### src/rtl/fetch_pkg.sv
// Shared defaults, FSM state encoding and fetch-queue entry layout for the fetch unit.
// Imported by fetch_unit and fetch_queue.
package fetch_pkg;

    localparam int XLEN_DEF = 32;
    localparam int INSTR_W  = 32;

    localparam logic [XLEN_DEF-1:0] RESET_PC_DEF = 32'h0000_1000;
    localparam logic [XLEN_DEF-1:0] EXC_PC_DEF   = 32'h0000_2000;

    typedef enum logic [1:0] {
        ST_IDLE  = 2'd0,
        ST_WAIT  = 2'd1,
        ST_DRAIN = 2'd2
    } fetch_state_e;

    typedef struct packed {
        logic [XLEN_DEF-1:0] pc;
        logic [INSTR_W-1:0]  instr;
        logic                pred;
    } fetch_entry_t;

endpackage

### src/rtl/fetch_queue.sv
// DEPTH-entry FIFO of fetched instructions; head visible combinationally, one cycle push-to-valid.
// Push is dropped only when full without a simultaneous pop; flush clears everything next edge.
module fetch_queue
    import fetch_pkg::*;
#(
    parameter int  DEPTH   = 4,
    parameter type entry_t = fetch_entry_t
) (
    input  logic                   clk_i,
    input  logic                   rsn_i,
    input  logic                   push_i,
    input  entry_t                 push_dat_i,
    input  logic                   pop_i,
    input  logic                   flush_i,
    output entry_t                 head_o,
    output logic                   empty_o,
    output logic [$clog2(DEPTH):0] count_o
);

    localparam int AW = $clog2(DEPTH);
    localparam int CW = AW + 1;

    entry_t          r_mem [DEPTH];
    logic [AW-1:0]   r_wptr;
    logic [AW-1:0]   r_rptr;
    logic [CW-1:0]   r_count;

    logic            w_full;
    logic            w_do_pop;
    logic            w_do_push;

    assign w_full    = (r_count == CW'(DEPTH));
    assign empty_o   = (r_count == '0);
    assign w_do_pop  = pop_i && !empty_o;
    // A full queue can still accept when the head leaves in the same cycle.
    assign w_do_push = push_i && (!w_full || w_do_pop);

    assign head_o  = r_mem[r_rptr];
    assign count_o = r_count;

    always_ff @(posedge clk_i or negedge rsn_i) begin
        if (!rsn_i) begin
            r_wptr  <= '0;
            r_rptr  <= '0;
            r_count <= '0;
        end else if (flush_i) begin
            r_wptr  <= '0;
            r_rptr  <= '0;
            r_count <= '0;
        end else begin
            if (w_do_push) begin
                r_wptr <= r_wptr + AW'(1);
            end
            if (w_do_pop) begin
                r_rptr <= r_rptr + AW'(1);
            end
            case ({w_do_push, w_do_pop})
                2'b10:   r_count <= r_count + CW'(1);
                2'b01:   r_count <= r_count - CW'(1);
                default: r_count <= r_count;
            endcase
        end
    end

    always_ff @(posedge clk_i) begin
        if (w_do_push && !flush_i) begin
            r_mem[r_wptr] <= push_dat_i;
        end
    end

endmodule

### src/rtl/fetch_unit.sv
// Instruction fetch: PC sequencing with prediction and flushes, one outstanding imem request, DEPTH-entry queue.
// Fetched word reaches decode the cycle after its ack; decode backpressure holds the head and throttles issue.
module fetch_unit
    import fetch_pkg::*;
#(
    parameter int              XLEN     = XLEN_DEF,
    parameter logic [XLEN-1:0] RESET_PC = RESET_PC_DEF,
    parameter logic [XLEN-1:0] EXC_PC   = EXC_PC_DEF,
    parameter int              DEPTH    = 4
) (
    input  logic            clk_i,
    input  logic            rsn_i,
    input  logic            stall_i,
    input  logic            redirect_i,
    input  logic [XLEN-1:0] redirect_pc_i,
    input  logic            exc_i,
    input  logic            iret_i,
    input  logic [XLEN-1:0] exc_ret_pc_i,
    output logic [XLEN-1:0] pc_o,
    input  logic            bp_taken_i,
    input  logic [XLEN-1:0] bp_target_i,
    output logic            imem_req_o,
    output logic [XLEN-1:0] imem_addr_o,
    input  logic            imem_ack_i,
    input  logic [31:0]     imem_data_i,
    output logic            out_valid_o,
    input  logic            out_ready_i,
    output logic [XLEN-1:0] out_pc_o,
    output logic [31:0]     out_instr_o,
    output logic            out_pred_o
);

    localparam int              CW         = $clog2(DEPTH) + 1;
    localparam logic [XLEN-1:0] ALIGN_MASK = {{(XLEN-2){1'b1}}, 2'b00};

    typedef struct packed {
        logic [XLEN-1:0] pc;
        logic [31:0]     instr;
        logic            pred;
    } entry_t;

    fetch_state_e    r_state;
    logic [XLEN-1:0] r_pc;
    logic            r_bp_taken;
    logic [XLEN-1:0] r_bp_target;

    logic            w_flush;
    logic [XLEN-1:0] w_flush_raw;
    logic [XLEN-1:0] w_flush_pc;
    logic [XLEN-1:0] w_bp_target;
    logic [XLEN-1:0] w_pc_plus4;
    logic            w_outstanding;
    logic            w_has_room;
    logic            w_issue;
    logic            w_push;
    logic            w_pop;
    logic            w_empty;
    logic [CW-1:0]   w_count;
    entry_t          w_push_dat;
    entry_t          w_head;

    assign w_flush     = iret_i || exc_i || redirect_i;
    assign w_flush_raw = iret_i ? (exc_ret_pc_i + XLEN'(4)) :
                         exc_i  ? EXC_PC : redirect_pc_i;
    assign w_flush_pc  = w_flush_raw & ALIGN_MASK;
    assign w_bp_target = bp_target_i & ALIGN_MASK;
    assign w_pc_plus4  = r_pc + XLEN'(4);

    // Slot reservation: queued entries plus the in-flight response must fit, so a push can never overflow.
    assign w_outstanding = (r_state != ST_IDLE);
    assign w_has_room    = (w_count + {{(CW-1){1'b0}}, w_outstanding}) < CW'(DEPTH);
    assign w_issue       = (r_state == ST_IDLE) && !stall_i && !w_flush && w_has_room;

    assign w_push = (r_state == ST_WAIT) && imem_ack_i && !w_flush;
    assign w_pop  = out_valid_o && out_ready_i;

    assign w_push_dat.pc    = r_pc;
    assign w_push_dat.instr = imem_data_i;
    assign w_push_dat.pred  = r_bp_taken;

    always_ff @(posedge clk_i or negedge rsn_i) begin
        if (!rsn_i) begin
            r_state     <= ST_IDLE;
            r_pc        <= RESET_PC;
            r_bp_taken  <= 1'b0;
            r_bp_target <= '0;
        end else if (w_flush) begin
            r_pc <= w_flush_pc;
            // A request still in flight must have its response swallowed before issuing again.
            if ((r_state != ST_IDLE) && !imem_ack_i) begin
                r_state <= ST_DRAIN;
            end else begin
                r_state <= ST_IDLE;
            end
        end else begin
            case (r_state)
                ST_IDLE: begin
                    if (w_issue) begin
                        r_state     <= ST_WAIT;
                        r_bp_taken  <= bp_taken_i;
                        r_bp_target <= w_bp_target;
                    end
                end
                ST_WAIT: begin
                    if (imem_ack_i) begin
                        r_state <= ST_IDLE;
                        r_pc    <= r_bp_taken ? r_bp_target : w_pc_plus4;
                    end
                end
                ST_DRAIN: begin
                    if (imem_ack_i) begin
                        r_state <= ST_IDLE;
                    end
                end
                default: r_state <= ST_IDLE;
            endcase
        end
    end

    fetch_queue #(
        .DEPTH   (DEPTH),
        .entry_t (entry_t)
    ) u_queue (
        .clk_i      (clk_i),
        .rsn_i      (rsn_i),
        .push_i     (w_push),
        .push_dat_i (w_push_dat),
        .pop_i      (w_pop),
        .flush_i    (w_flush),
        .head_o     (w_head),
        .empty_o    (w_empty),
        .count_o    (w_count)
    );

    assign pc_o        = r_pc;
    assign imem_req_o  = (r_state == ST_WAIT);
    assign imem_addr_o = r_pc;

    // Queue storage is not reset, so the head is masked whenever nothing is valid.
    assign out_valid_o = !w_empty;
    assign out_pc_o    = w_empty ? '0 : w_head.pc;
    assign out_instr_o = w_empty ? '0 : w_head.instr;
    assign out_pred_o  = w_empty ? 1'b0 : w_head.pred;

endmodule

### config.mk
export PLATFORM = sky130hd
export DESIGN_NAME = fetch_unit
export DESIGN_NICKNAME = d
export VERILOG_FILES = /design/src/rtl/fetch_pkg.sv /design/src/rtl/fetch_queue.sv /design/src/rtl/fetch_unit.sv
export SDC_FILE = /design/constraint.sdc
export NUM_CORES = 1
export LEC_CHECK = 0
export BUFFER_PORTS_ARGS = -buffer_cell sky130_fd_sc_hd__buf_2
export CORE_MARGIN = 3
export CORE_UTILIZATION = 56
export DETAILED_ROUTE_END_ITERATION = 6
export PLACE_DENSITY = 0.78
export SLEW_MARGIN = 20
export SYNTH_ARGS = -nofsm -noshare
export SYNTH_HDL_FRONTEND = slang
export SYNTH_SLANG_ARGS = --single-unit
### constraint.sdc
create_clock -name clk_i -period 3.54 [get_ports clk_i]
set_input_delay 0.531 -clock clk_i [delete_from_list [all_inputs] [get_ports clk_i]]
set_output_delay 0.531 -clock clk_i [all_outputs]
set_load 0.005 [all_outputs]
* After elaboration in Yosys (flattened, before gate mapping)
Memory sizes are Yosys's and may differ from the RTL's.
Cells that the tools add are included.
** Cells by class
- Add/sub/neg operators :: 7
- Magnitude comparators :: 1
- Eq/ne operators :: 7
- Muxes and demuxes :: 22
- Bitwise gates (word level) :: 1
- Reductions and logical operators :: 30
** Operators with widths (count)
- $mux 32 :: 8
- $add 32x3->32 const B :: 2
- $mux 2 :: 8
- $logic_and 1x1->1 :: 10
- $reduce_bool 2->1 :: 5
- $pmux 3 s2 :: 1
- $logic_not 1->1 :: 5
- $add 2x1->2 const B :: 2
- $eq 2x1->1 const B :: 2
- $eq 2x2->1 const B :: 2
- $pmux 2 s2 :: 1
- $reduce_and 2->1 :: 2
- $add 3x1->3 :: 1
- $add 3x1->3 const B :: 1
- $eq 3x3->1 const B :: 1
- $logic_not 3->1 :: 1
- $logic_or 1x1->1 :: 3
- $lt 3x3->1 const B :: 1
- $mux 1 :: 3
- $mux 3 :: 1
- $ne 3x1->1 const B :: 1
- $ne 3x2->1 const B :: 1
- $reduce_and 3->1 :: 1
- $reduce_bool 3->1 :: 1
- 4 further kinds :: 4
** Storage, ports and cells
- Bits in registers :: 72
- RAM bits :: 260
- Input port bits :: 137
- Output and inout port bits :: 131
- Logic and storage cells :: 76
- Memories kept :: 1
** Memories
- u_queue.r_mem :: words 4, bits a word 65, read ports 1, clocked after Yosys merged registers in 0, write ports 1, line fetch_queue.sv:23 : entry_t r_mem [DEPTH];

* Depth between registers and ports, before layout
Gate-level depths: netlist of the first run.
- Depth in word-level cells :: 9
- Gate-level depth with buffers :: 10
- Mapped depth without buffers :: 10

* By module
From an unflattened synthesis of the first run, not the netlist that was laid out.
** Second synthesis, totals
- Cells, all modules :: 967
- Area, all modules :: 14839.2 um2
** By module, submodules not included
- fetch_queue :: times used 1, cells an instance 403, area each 9967.1 um2, sequential area each 7982.7 um2
- fetch_unit :: times used 1, cells an instance 564, area each 4872.2 um2, sequential area each 1577.8 um2

* Worst setup path after synthesis of the first run
OpenSTA, ideal clock, no wires.
- Path kind :: input-to-reg
- Start point :: input port exc_i
- End point :: memory u_queue.r_mem[1][0] (netlist bit), enable pin
- Library setup time :: 0.428 ns
- Data arrival time :: 2.987 ns
- Data required time :: 3.112 ns
- Path slack :: 0.126 ns
- Stages :: 4
- Buffers on the path :: 1
- Cells stage by stage :: or3_1 > buf_2 > nor3_2 > and2_1
** On the way
- Word-level cells in the longest chain between the ends :: 8
** RTL lines
- from (decl) :: line fetch_unit.sv:16 : input logic exc_i,
- $logic_or 1x1->1 (*) (2 in a row) :: line fetch_unit.sv:62 : assign w_flush = iret_i || exc_i || redirect_i;
- $logic_not 1->1 (*) :: line fetch_queue.sv:66, fetch_unit.sv:74
- $logic_and 1x1->1 :: line fetch_unit.sv:74 : assign w_push = (r_state == ST_WAIT) && imem_ack_i && !w_flush;
- $logic_and 1x1->1 :: line fetch_queue.sv:36 : assign w_do_push = push_i && (!w_full || w_do_pop);
- $logic_and 1x1->1 (*) :: line fetch_queue.sv:66 : if (w_do_push && !flush_i) begin
- $mux 1 (*) :: line fetch_queue.sv:66
- $mux 1 (implied by the code) (*) :: line fetch_queue.sv:67 : r_mem[r_wptr] <= push_dat_i;
- to (decl) :: line fetch_queue.sv:23
Every way passes the cells marked *; elsewhere a longest branch is shown, timed or not.

* Worst setup path in the final report of the first run
- Start point :: register u_queue.r_rptr[0]
- End point :: output port out_pc_o[22]
** On the way
- Word-level cells in the longest chain between the ends :: 2
** RTL lines
- from (decl) :: line fetch_queue.sv:25 : logic [AW-1:0] r_rptr;
- from (signal assigned) :: line fetch_queue.sv:55 : r_rptr <= r_rptr + AW'(1);
- $mem_v2 4x65
- $mux 32 :: line fetch_unit.sv:141 : assign out_pc_o = w_empty ? '0 : w_head.pc;
- to (decl) :: line fetch_unit.sv:28 : output logic [XLEN-1:0] out_pc_o,
Every way passes these cells.

==> metrics.cfg, run 1 <==
[logic_synthesis]
ys_seq_elements = 322
synthCells = 923
ys_seq_area_share_pct = 64.7
syn_area_sq_um = 14400
synth.area.top_cells = edfxtp_1 53%, dfrtp_1 12%, mux4_2 9.8%
ys_types = 60
synthFlopType = edfxtp_1
synthArstFlopShare_pct = 21.7
synth_top_area_share_pct = 52.5
syn_avg_cell_area_sq_um = 15.6
yosys.area.top_type = edfxtp_1
ys_warn_count = 0
synth-edff-count = 252

[power]
total_power_mw = 8.29
p_per_area_nw_per_um2 = 485
switching_share_pct = 22.2
ir_worst_vdd_uv = 360
internal_power_mw = 6.44
p_sw_mw = 1.84
pwr-share-seq_pct = 53.0
leakagePower_nw = 6.37
power_frac_clock_pct = 41.0
combinationalPowerShare_pct = 5.9

[placed_design]
port_buffers = 255
hpwl_microns = 22500
gp_congestion = 0.920

[grt]
overflow = 0
grt_pass1_vias = 9490
antenna_found_initial = 0
grt_max_degree = 66
grt_pass1_wl_microns = 53800
track_usage_pct = 24.7

[sta]
relSlewSlack_pct = 28.8
whs_ns = 0.0441
tightest_slew_ns = 1.06
setup_viol = 0
maxSlewViolCount = 0
rsz0062_at_grt = no
fin_setup_tns_ns = 0
finalClockSkew_ns = 0.0105
hold_violations = 0
timing.fmax_ghz = 0.329
fin_crit_ns = 3.04
fin_crit_sh_pct = 85.8

[clocking]
cts_buffers = 34
cts-resized-gates = 0
clk_pin_slew_ns = 0.06
cts_tree = done
htreeDepth = 2
clk_latency_ns = 0.52
cts_root_buf = clkbuf_16
post-cts-setup-buffer-count = 0
cts_buffer_depth = 3
clock-sinks = 322
ctsHoldBuffers = 0

[critical_path]
rrSetupSlack_ns = 1.03
crit_path_max_fanout = 29
cpPeakStageDelay_ns = 0.84
slowest_stage = dfrtp_4
worstReg2RegEnd = imem_addr_o[30]
crit_type = reg -> out
worstSetupStartpointType = flip-flop
critPathArrivalTime_ns = 2.51
end_kind = output pin
setup.worst_path.start = u_queue.r_rptr[0]
r2r_start = imem_addr_o[2]
crit_buf_inv = 2
worstPathCellList = buf_12, mux4_2, and2_1, buf_2
rr_worst_depth = 7
path_depth = 4
crit_required_ns = 3.01
critPathCapture = out_pc_o[22]
crit_family = flip-flops

[detailed_routing]
ant_nets = 0
met3_wirelength_microns = 2600
post_drt_wl_per_cell_microns = 22.4
met1_length_microns = 13900
drc = 0
viasPerCell = 6.01
num_vias = 9125
drt_iter0_drc = 819
firstDrtPassIters = 6
wl_met2_microns = 16900
drt-total-wl_microns = 34000
dr.max_layer_used = met4

[layout]
num-nets-final = 1309
nFillCells = 1784
mostFrequentLayoutCells = 255 x buf_2, 252 x edfxtp_1, 67 x dfrtp_1
n_antenna_cell = 0
final_common_cell = buf_2
drive_gt1_share_pct = 37.5
syn_to_final_growth_pct = 18.7

[floorplan]
core_area_sq_um = 25300
die_w_microns = 166
io_pins = 268
initial_utilization_pct = 57.1
dieArea_sq_um = 27700
die_y_microns = 166
row_count = 58

[run_status]
outcome = complete, no violations

[job]
cap_violations = 0

[worst_hold_path]
hp-class = in -> async

[cells by family (layout without fill, tap and decap cells)]
group                      after synthesis  count (layout)  synth area share (%)
AOI/OAI and AO/OA                      120             120                  6.03
DFF                                    322             322                  64.7
buffers and inverters                   97             357                  3.63
xor gates and xnor gates                39              39                  2.37
adders and majority gates                9               9                 0.834
other                                    1               6                0.0260
and+or+nand+nor                        232             232                  9.54
muxes                                  103             103                  12.9
[cell usage after synthesis, types with 12 or more instances]
cell type,n
xnor2_1,22
mux4_2,63
a21oi_1,12
edfxtp_1,252
inv_1,14
nand3_1,23
o21ai_0,33
nand4_1,12
dfrtp_1,69
buf_2,12
a222oi_1,15
mux2_2,32
xor2_1,17
o211ai_1,14
nand2_1,29
nor4_1,12
buf_4,36
nor2_1,28
nor3_1,19
clkbuf_1,32
and2_1,69
[power groups by stage]
stage	Combinational, mW	Clock [mW]	Sequential, mW
after global placement	0.475	0	4.47
after detailed placement	0.486	0	4.47
after floorplan	0.294	0	4.39
after CTS	0.490	3.46	4.39
final	0.491	3.40	4.40
after global routing	0.544	3.62	4.41
[per-layer routing]
metal / up-vias / GRT usage, %
met3: 53 / 4.27
met5: - / 0
met1: 4547 / 33.8
met4: 0 / 6.81
met2: 448 / 41.6
li1: 4077 / -
[per-stage QoR]
step           utilization (%)  instances  setup WS (ns)  area (sq um)
2_1_floorplan                -        928          0.126         14400
3_3_place_gp              63.5       1457          0.879         16000
3_5_place_dp              63.5       1457          0.836         16000
4_1_cts                   67.7       1518          0.436         17100
5_1_grt                   67.7       1518          0.343         17100
6_report                  67.7       1518          0.502         17100
[layout make-up]
type                       instances  area [sq um]  area share, %
clock inverter                    17           145          0.849
timing repair buffer             282          1630           9.52
tap                              330           413           2.41
clock buffer                      44           920           5.38
multi-input combinational        509          4620           27.0
sequential                       322          9330           54.5
inverter                          14          52.6          0.307
[worst min path at each step]
stage	startpoint	to	slack (ns)
5_1_grt	rsn_i	r_bp_target[9]	0.06
6_report	rsn_i	r_bp_target[9]	0.04
3_3_place_gp	r_bp_target[14]	r_bp_target[14]	0.48
2_1_floorplan	rsn_i	imem_addr_o[10]	0.24
4_1_cts	rsn_i	r_bp_target[9]	0.04
3_5_place_dp	r_bp_target[26]	r_bp_target[26]	0.49
[worst reg2reg max path, cell delays in order (launching register included)]
cell      delay (ns)
dfrtp_1         0.66
ha_1            0.29
nand3_1         0.24
nor4_1          0.38
buf_4           0.20
nor3b_1         0.23
mux2i_1         0.25
o211ai_1        0.12
[flip-flops by register name (all words and copies together), names as in the netlist]
name             cells
r_state              2
u_queue.r_rptr       2
imem_addr_o         30
u_queue.count_o      3
r_bp_target         30
r_bp_taken           1
u_queue.r_mem      252
u_queue.r_wptr       2
Power figures use the tool's default switching activity.
==> inputs of run 2 (changes only) <==
--- a/constraint.sdc
+++ b/constraint.sdc
@@ -3,2 +3,2 @@
 set_output_delay 0.531 -clock clk_i [all_outputs]
-set_load 0.005 [all_outputs]
+set_load 0.1 [all_outputs]
==> run 2 against run 1 <==
Net effect: combinational power is 99% higher; total power is 10% higher; clock skew is 0.0031 ns higher; final cell count is 0.59% higher; sequential share of layout area is 0.44 points lower; first-iteration DRC count is 2.6% lower; highest routed layer is now met5.
==> metrics.cfg, run 2 (synthesized netlist as in run 1, its figures left out) <==
[power]
ir_worst_vdd_uv = 476  ; was 360 uV
p_per_area_nw_per_um2 = 529  ; was 485 nW/um^2
leakagePower_nw = 6.46  ; was 6.37 nW

[critical_path]
slowest_stage = or3_2  ; was dfrtp_4
end_kind = output pin  ; unchanged
worstReg2RegEnd = imem_addr_o[23]  ; was imem_addr_o[30]
rr_worst_depth = 5  ; was 7
critPathArrivalTime_ns = 2.64  ; was 2.51 ns
worstSetupStartpointType = flip-flop  ; unchanged
r2r_start = imem_addr_o[10]  ; was imem_addr_o[2]
rrSetupSlack_ns = 1.04  ; was 1.03 ns
crit_family = simple AND/OR/NAND/NOR gates  ; was flip-flops
crit_path_max_fanout = 47  ; was 29
cpPeakStageDelay_ns = 0.89  ; was 0.84 ns
crit_required_ns = 3.01  ; about the same
setup.worst_path.start = u_queue.count_o[0]  ; was u_queue.r_rptr[0]
worstPathCellList = or3_2, buf_4, and2_1, buf_2  ; was buf_12, mux4_2, and2_1, buf_2
crit_type = reg -> out  ; unchanged
crit_buf_inv = 2  ; unchanged

[clocking]
post-cts-setup-buffer-count = 0  ; unchanged
cts_tree = done  ; unchanged
cts_buffers = 34  ; unchanged
clock-sinks = 322  ; unchanged
htreeDepth = 2  ; unchanged
cts-resized-gates = 0  ; unchanged
cts_buffer_depth = 3  ; unchanged
clk_latency_ns = 0.51  ; was 0.52 ns
ctsHoldBuffers = 0  ; unchanged
cts_root_buf = clkbuf_16  ; unchanged
clk_pin_slew_ns = 0.06  ; about the same

[layout]
syn_to_final_growth_pct = 19.6  ; was 18.7%
regMostFlops = u_queue.r_mem  ; unchanged
n_antenna_cell = 0  ; unchanged
mostFrequentLayoutCells = 255 x buf_2, 252 x edfxtp_1, 67 x dfrtp_1  ; unchanged
num-nets-final = 1318  ; was 1,309
largest_register_ffs = 252  ; unchanged
final_common_cell = buf_2  ; unchanged
utilization_pct = 68.3  ; was 67.7%
drive_gt1_share_pct = 38.4  ; was 37.5%

[detailed_routing]
firstDrtPassIters = 7  ; was 6
viasPerCell = 6.07  ; was 6.01
post_drt_wl_per_cell_microns = 22.5  ; was 22.4 microns
drt_iter0_drc = 798  ; was 819
ant_nets = 0  ; unchanged
drc = 0  ; unchanged
drt-total-wl_microns = 34300  ; was 34,000 microns
num_vias = 9269  ; was 9,125

[floorplan]
die_w_microns = 166  ; unchanged
core_area_sq_um = 25300  ; unchanged
io_pins = 268  ; unchanged
dieArea_sq_um = 27700  ; unchanged
row_count = 58  ; unchanged
initial_utilization_pct = 57.1  ; unchanged
die_y_microns = 166  ; unchanged

[sta]
setup_viol = 0  ; unchanged
fin_setup_tns_ns = 0  ; unchanged
fin_crit_sh_pct = 89.5  ; was 85.8%
maxSlewViolCount = 0  ; unchanged
rsz0062_at_grt = no  ; unchanged
hold_violations = 0  ; unchanged
tightest_slew_ns = 1.08  ; was 1.06 ns
relSlewSlack_pct = 28.1  ; was 28.8%
whs_ns = 0.00997  ; was 0.0441 ns
finalClockSkew_ns = 0.0136  ; was 0.0105 ns
fin_crit_ns = 3.17  ; was 3.04 ns
timing.fmax_ghz = 0.316  ; was 0.329 GHz

[placed_design]
hpwl_microns = 23400  ; was 22,500 microns
gp_congestion = 0.908  ; was 0.920
port_buffers = 255  ; unchanged

[grt]
grt_pass1_vias = 9352  ; was 9,490
track_usage_pct = 24.6  ; was 24.7%
antenna_found_initial = 1  ; was 0
grt_max_degree = 48  ; was 66
grt_pass1_wl_microns = 53600  ; was 53,800 microns
overflow = 0  ; unchanged

[run_status]
outcome = complete, no violations  ; unchanged

[worst_hold_path]
hp-class = in -> async  ; unchanged

[job]
cap_violations = 0  ; unchanged

run 2: changes by cell type in the layout (fill, tap and decap cells not counted), sizes merged:
cell	before	now
buf	282	291
bufinv	2	7
clkbuf	44	39
clkinv	15	13
clkinvlp	0	1
inv	14	15
run 2: cell type report:
| cell class | instances | area, sq um |
|---|---|---|
| clock buffer | 39 | 891 |
| clock inverter | 22 | 305 |
| fill | 1741 | 8010 |
| inverter | 14 | 52.6 |
| multi-input combinational | 509 | 4620 |
| sequential | 322 | 9330 |
| tap | 330 | 413 |
| timing repair buffer | 291 | 1630 |
run 2: how the worst max path moves through the flow:
stage / depth (start not counted) / end / slack, ns
after global placement: 5 / u_queue.r_mem[0][56] / 0.79
after detailed placement: 5 / u_queue.r_mem[0][56] / 0.76
after floorplan: 5 / u_queue.r_mem[0][0] / 0.21
final: 4 / out_pc_o[9] / 0.37
after CTS: 4 / out_pc_o[9] / 0.32
after global routing: 4 / out_instr_o[9] / 0.26
run 2: routing by layer:
| layer | global-route usage [%] | vias up | part of all wire (%) |
|---|---|---|---|
| met2 | 40.6 | 476 | 49 |
| met5 | 0 | - | 0.038 |
| met4 | 6.28 | 2 | 2.1 |
| met1 | 34.8 | 4632 | 41 |
| met3 | 4.30 | 53 | 8.2 |
| li1 | - | 4106 | - |
run 2: per-stage QoR:
stage	instance area (sq um)	total power, mW	instances	worst slack, ns
final	17200	9.12	1527	0.371
after global placement	16000	5.42	1466	0.792
after floorplan	14400	5.16	928	0.214
after CTS	17200	9.18	1527	0.320
after global routing	17200	9.41	1527	0.259
after detailed placement	16000	5.44	1466	0.764
run 2: power by group:
group | internal (mW) | switching [mW] | total [mW]
clock | 2.33 | 1.43 | 3.76
combinational | 0.246 | 0.733 | 0.979
sequential | 4.22 | 0.171 | 4.39
==> inputs of run 3 (changes only) <==
CORE_UTILIZATION = 60   (was 56)
PLACE_DENSITY = 0.83   (was 0.78)
clock period = 3.9 ns   (was 3.54 ns; I/O delays follow)
==> run 3 against run 2 <==
Net effect: global-route usage is 0.81 points higher; clock power is 18% lower; via count is 1.3% lower; die area is 6.4% lower; final cell count is 2.0% lower; non-clock buffer count is 15 lower; register-to-register slack better by 0.35 ns; critical endpoint is now out_pc_o[14].
==> metrics.cfg, run 3 (synthesized netlist as in run 1, its figures left out) <==
[sta]
finalClockSkew_ns = 0.0107  ; was 0.0136 ns
timing.fmax_ghz = 0.311
fin_crit_ns = 3.22
setup_viol = 0  ; unchanged
relSlewSlack_pct = 38.1  ; was 28.1%
tightest_slew_ns = 0.928  ; was 1.08 ns
fin_crit_sh_pct = 82.5
maxSlewViolCount = 0  ; unchanged
fin_setup_tns_ns = 0  ; unchanged
fin_ws_ns = 0.681  ; was 0.371 ns
rsz0062_at_grt = no  ; unchanged
hold_violations = 0  ; unchanged

[layout]
final_common_cell = buf_2  ; unchanged
regMostFlops = u_queue.r_mem  ; unchanged
drive_gt1_share_pct = 37.8  ; was 38.4%
mostFrequentLayoutCells = 255 x buf_2, 252 x edfxtp_1, 67 x dfrtp_1  ; unchanged
syn_to_final_growth_pct = 17.6  ; was 19.6%
n_antenna_cell = 0  ; unchanged
utilization_pct = 72.0  ; was 68.3%
num-nets-final = 1300  ; was 1,318
largest_register_ffs = 252  ; unchanged

[grt]
grt_pass1_vias = 8944  ; was 9,352
overflow = 0  ; unchanged
track_usage_pct = 25.4  ; was 24.6%
antenna_found_initial = 0  ; was 1
grt_max_degree = 66  ; was 48
grt_pass1_wl_microns = 51700  ; was 53,600 microns

[critical_path]
end_kind = output pin  ; unchanged
crit_type = reg -> out  ; unchanged
rrSetupSlack_ns = 1.39  ; was 1.04 ns
critPathArrivalTime_ns = 2.63  ; was 2.64 ns
crit_required_ns = 3.31  ; was 3.01 ns
worstSetupStartpointType = flip-flop  ; unchanged
crit_path_max_fanout = 35  ; was 47

[placed_design]
gp_congestion = 0.902  ; was 0.908
hpwl_microns = 22000  ; was 23,400 microns
pre_cts_slack_ns = 1.04  ; was 0.764 ns
port_buffers = 255  ; unchanged

[clocking]
cts_buffer_depth = 3  ; unchanged
cts_buffers = 31  ; was 34
cts-resized-gates = 0  ; unchanged
clk_pin_slew_ns = 0.06  ; about the same
clock-sinks = 322  ; unchanged
cts_root_buf = clkbuf_16  ; unchanged
clk_latency_ns = 0.55  ; was 0.51 ns
htreeDepth = 1  ; was 2
cts_tree = done  ; unchanged
post-cts-setup-buffer-count = 0  ; unchanged
ctsHoldBuffers = 0  ; unchanged

[detailed_routing]
post_drt_wl_per_cell_microns = 22.2  ; was 22.5 microns
drt-total-wl_microns = 33200  ; was 34,300 microns
drt_iter0_drc = 837  ; was 798
ant_nets = 0  ; unchanged
num_vias = 9150  ; was 9,269
firstDrtPassIters = 6  ; was 7
viasPerCell = 6.11  ; was 6.07
drc = 0  ; unchanged

[power]
p_per_area_nw_per_um2 = 468  ; was 529 nW/um^2
ir_worst_vdd_uv = 313  ; was 476 uV
total_power_mw = 7.94  ; was 9.12 mW
leakagePower_nw = 6.31  ; was 6.46 nW

[floorplan]
io_pins = 268  ; unchanged
dieArea_sq_um = 25900  ; was 27,700 sq um
die_y_microns = 161  ; was 166 microns
initial_utilization_pct = 61.2  ; was 57.1%
die_w_microns = 161  ; was 166 microns
core_area_sq_um = 23500  ; was 25,300 sq um
row_count = 56  ; was 58

[job]
cap_violations = 0  ; unchanged

[worst_hold_path]
hp-class = in -> async  ; unchanged

[run_status]
outcome = complete, no violations  ; unchanged

-- run 3: area by class of cell --
type / count / area, sq um
Clock buffer: 37 / 798
Clock inverter: 20 / 255
Fill cell: 1590 / 6600
Inverter: 14 / 52.6
Multi-Input combinational cell: 509 / 4620
Sequential cell: 322 / 9330
Tap cell: 319 / 399
Timing Repair Buffer: 276 / 1500
-- run 3: report_power, final --
part	switching, mW	total [mW]	internal [mW]
sequential	0.162	3.99	3.83
clock	1.22	3.07	1.85
combinational	0.657	0.876	0.218
total	2.04	7.94	5.90
-- run 3: worst max-delay path, cell delays in order (launching register included) --
cell	delay [ns]
dfrtp_4	0.68
buf_12	0.33
mux4_2	0.55
and2_1	0.20
buf_2	0.30
-- run 3: through the flow --
stage	cells	instance area [sq um]	hold slack (ns)
3_5_place_dp	1440	15900	0.493
6_report	1497	16900	0.112
4_1_cts	1497	16900	0.113
2_1_floorplan	928	14400	0.289
5_1_grt	1497	16900	0.140
3_3_place_gp	1440	15900	0.485
-- run 3: path summary, 6_finish.rpt --
kind | start | to | depth (start not counted)
worst max-delay path | u_queue.r_rptr[0] | out_pc_o[14] | 4
worst min-delay path | rsn_i | r_bp_target[16] | 1
worst min register to register | r_bp_target[13] | r_bp_target[13] | 1
max in group asynchronous | rsn_i | imem_addr_o[12] | 2
min in group clk_i | imem_data_i[5] | u_queue.r_mem[2][6] | 1
worst max register to register | imem_addr_o[7] | imem_addr_o[17] | 5
-- run 3: per-layer routing --
layer  share of wire (%)  GRT usage [%]  vias up  wire [microns]
met2                  48           40.8      497           16100
met3                 8.1           3.54       62            2690
met4                 2.5           7.24        0             831
met1                  41           37.4     4527           13600
li1                    -              -     4064               -
met5                   0              0        -               0
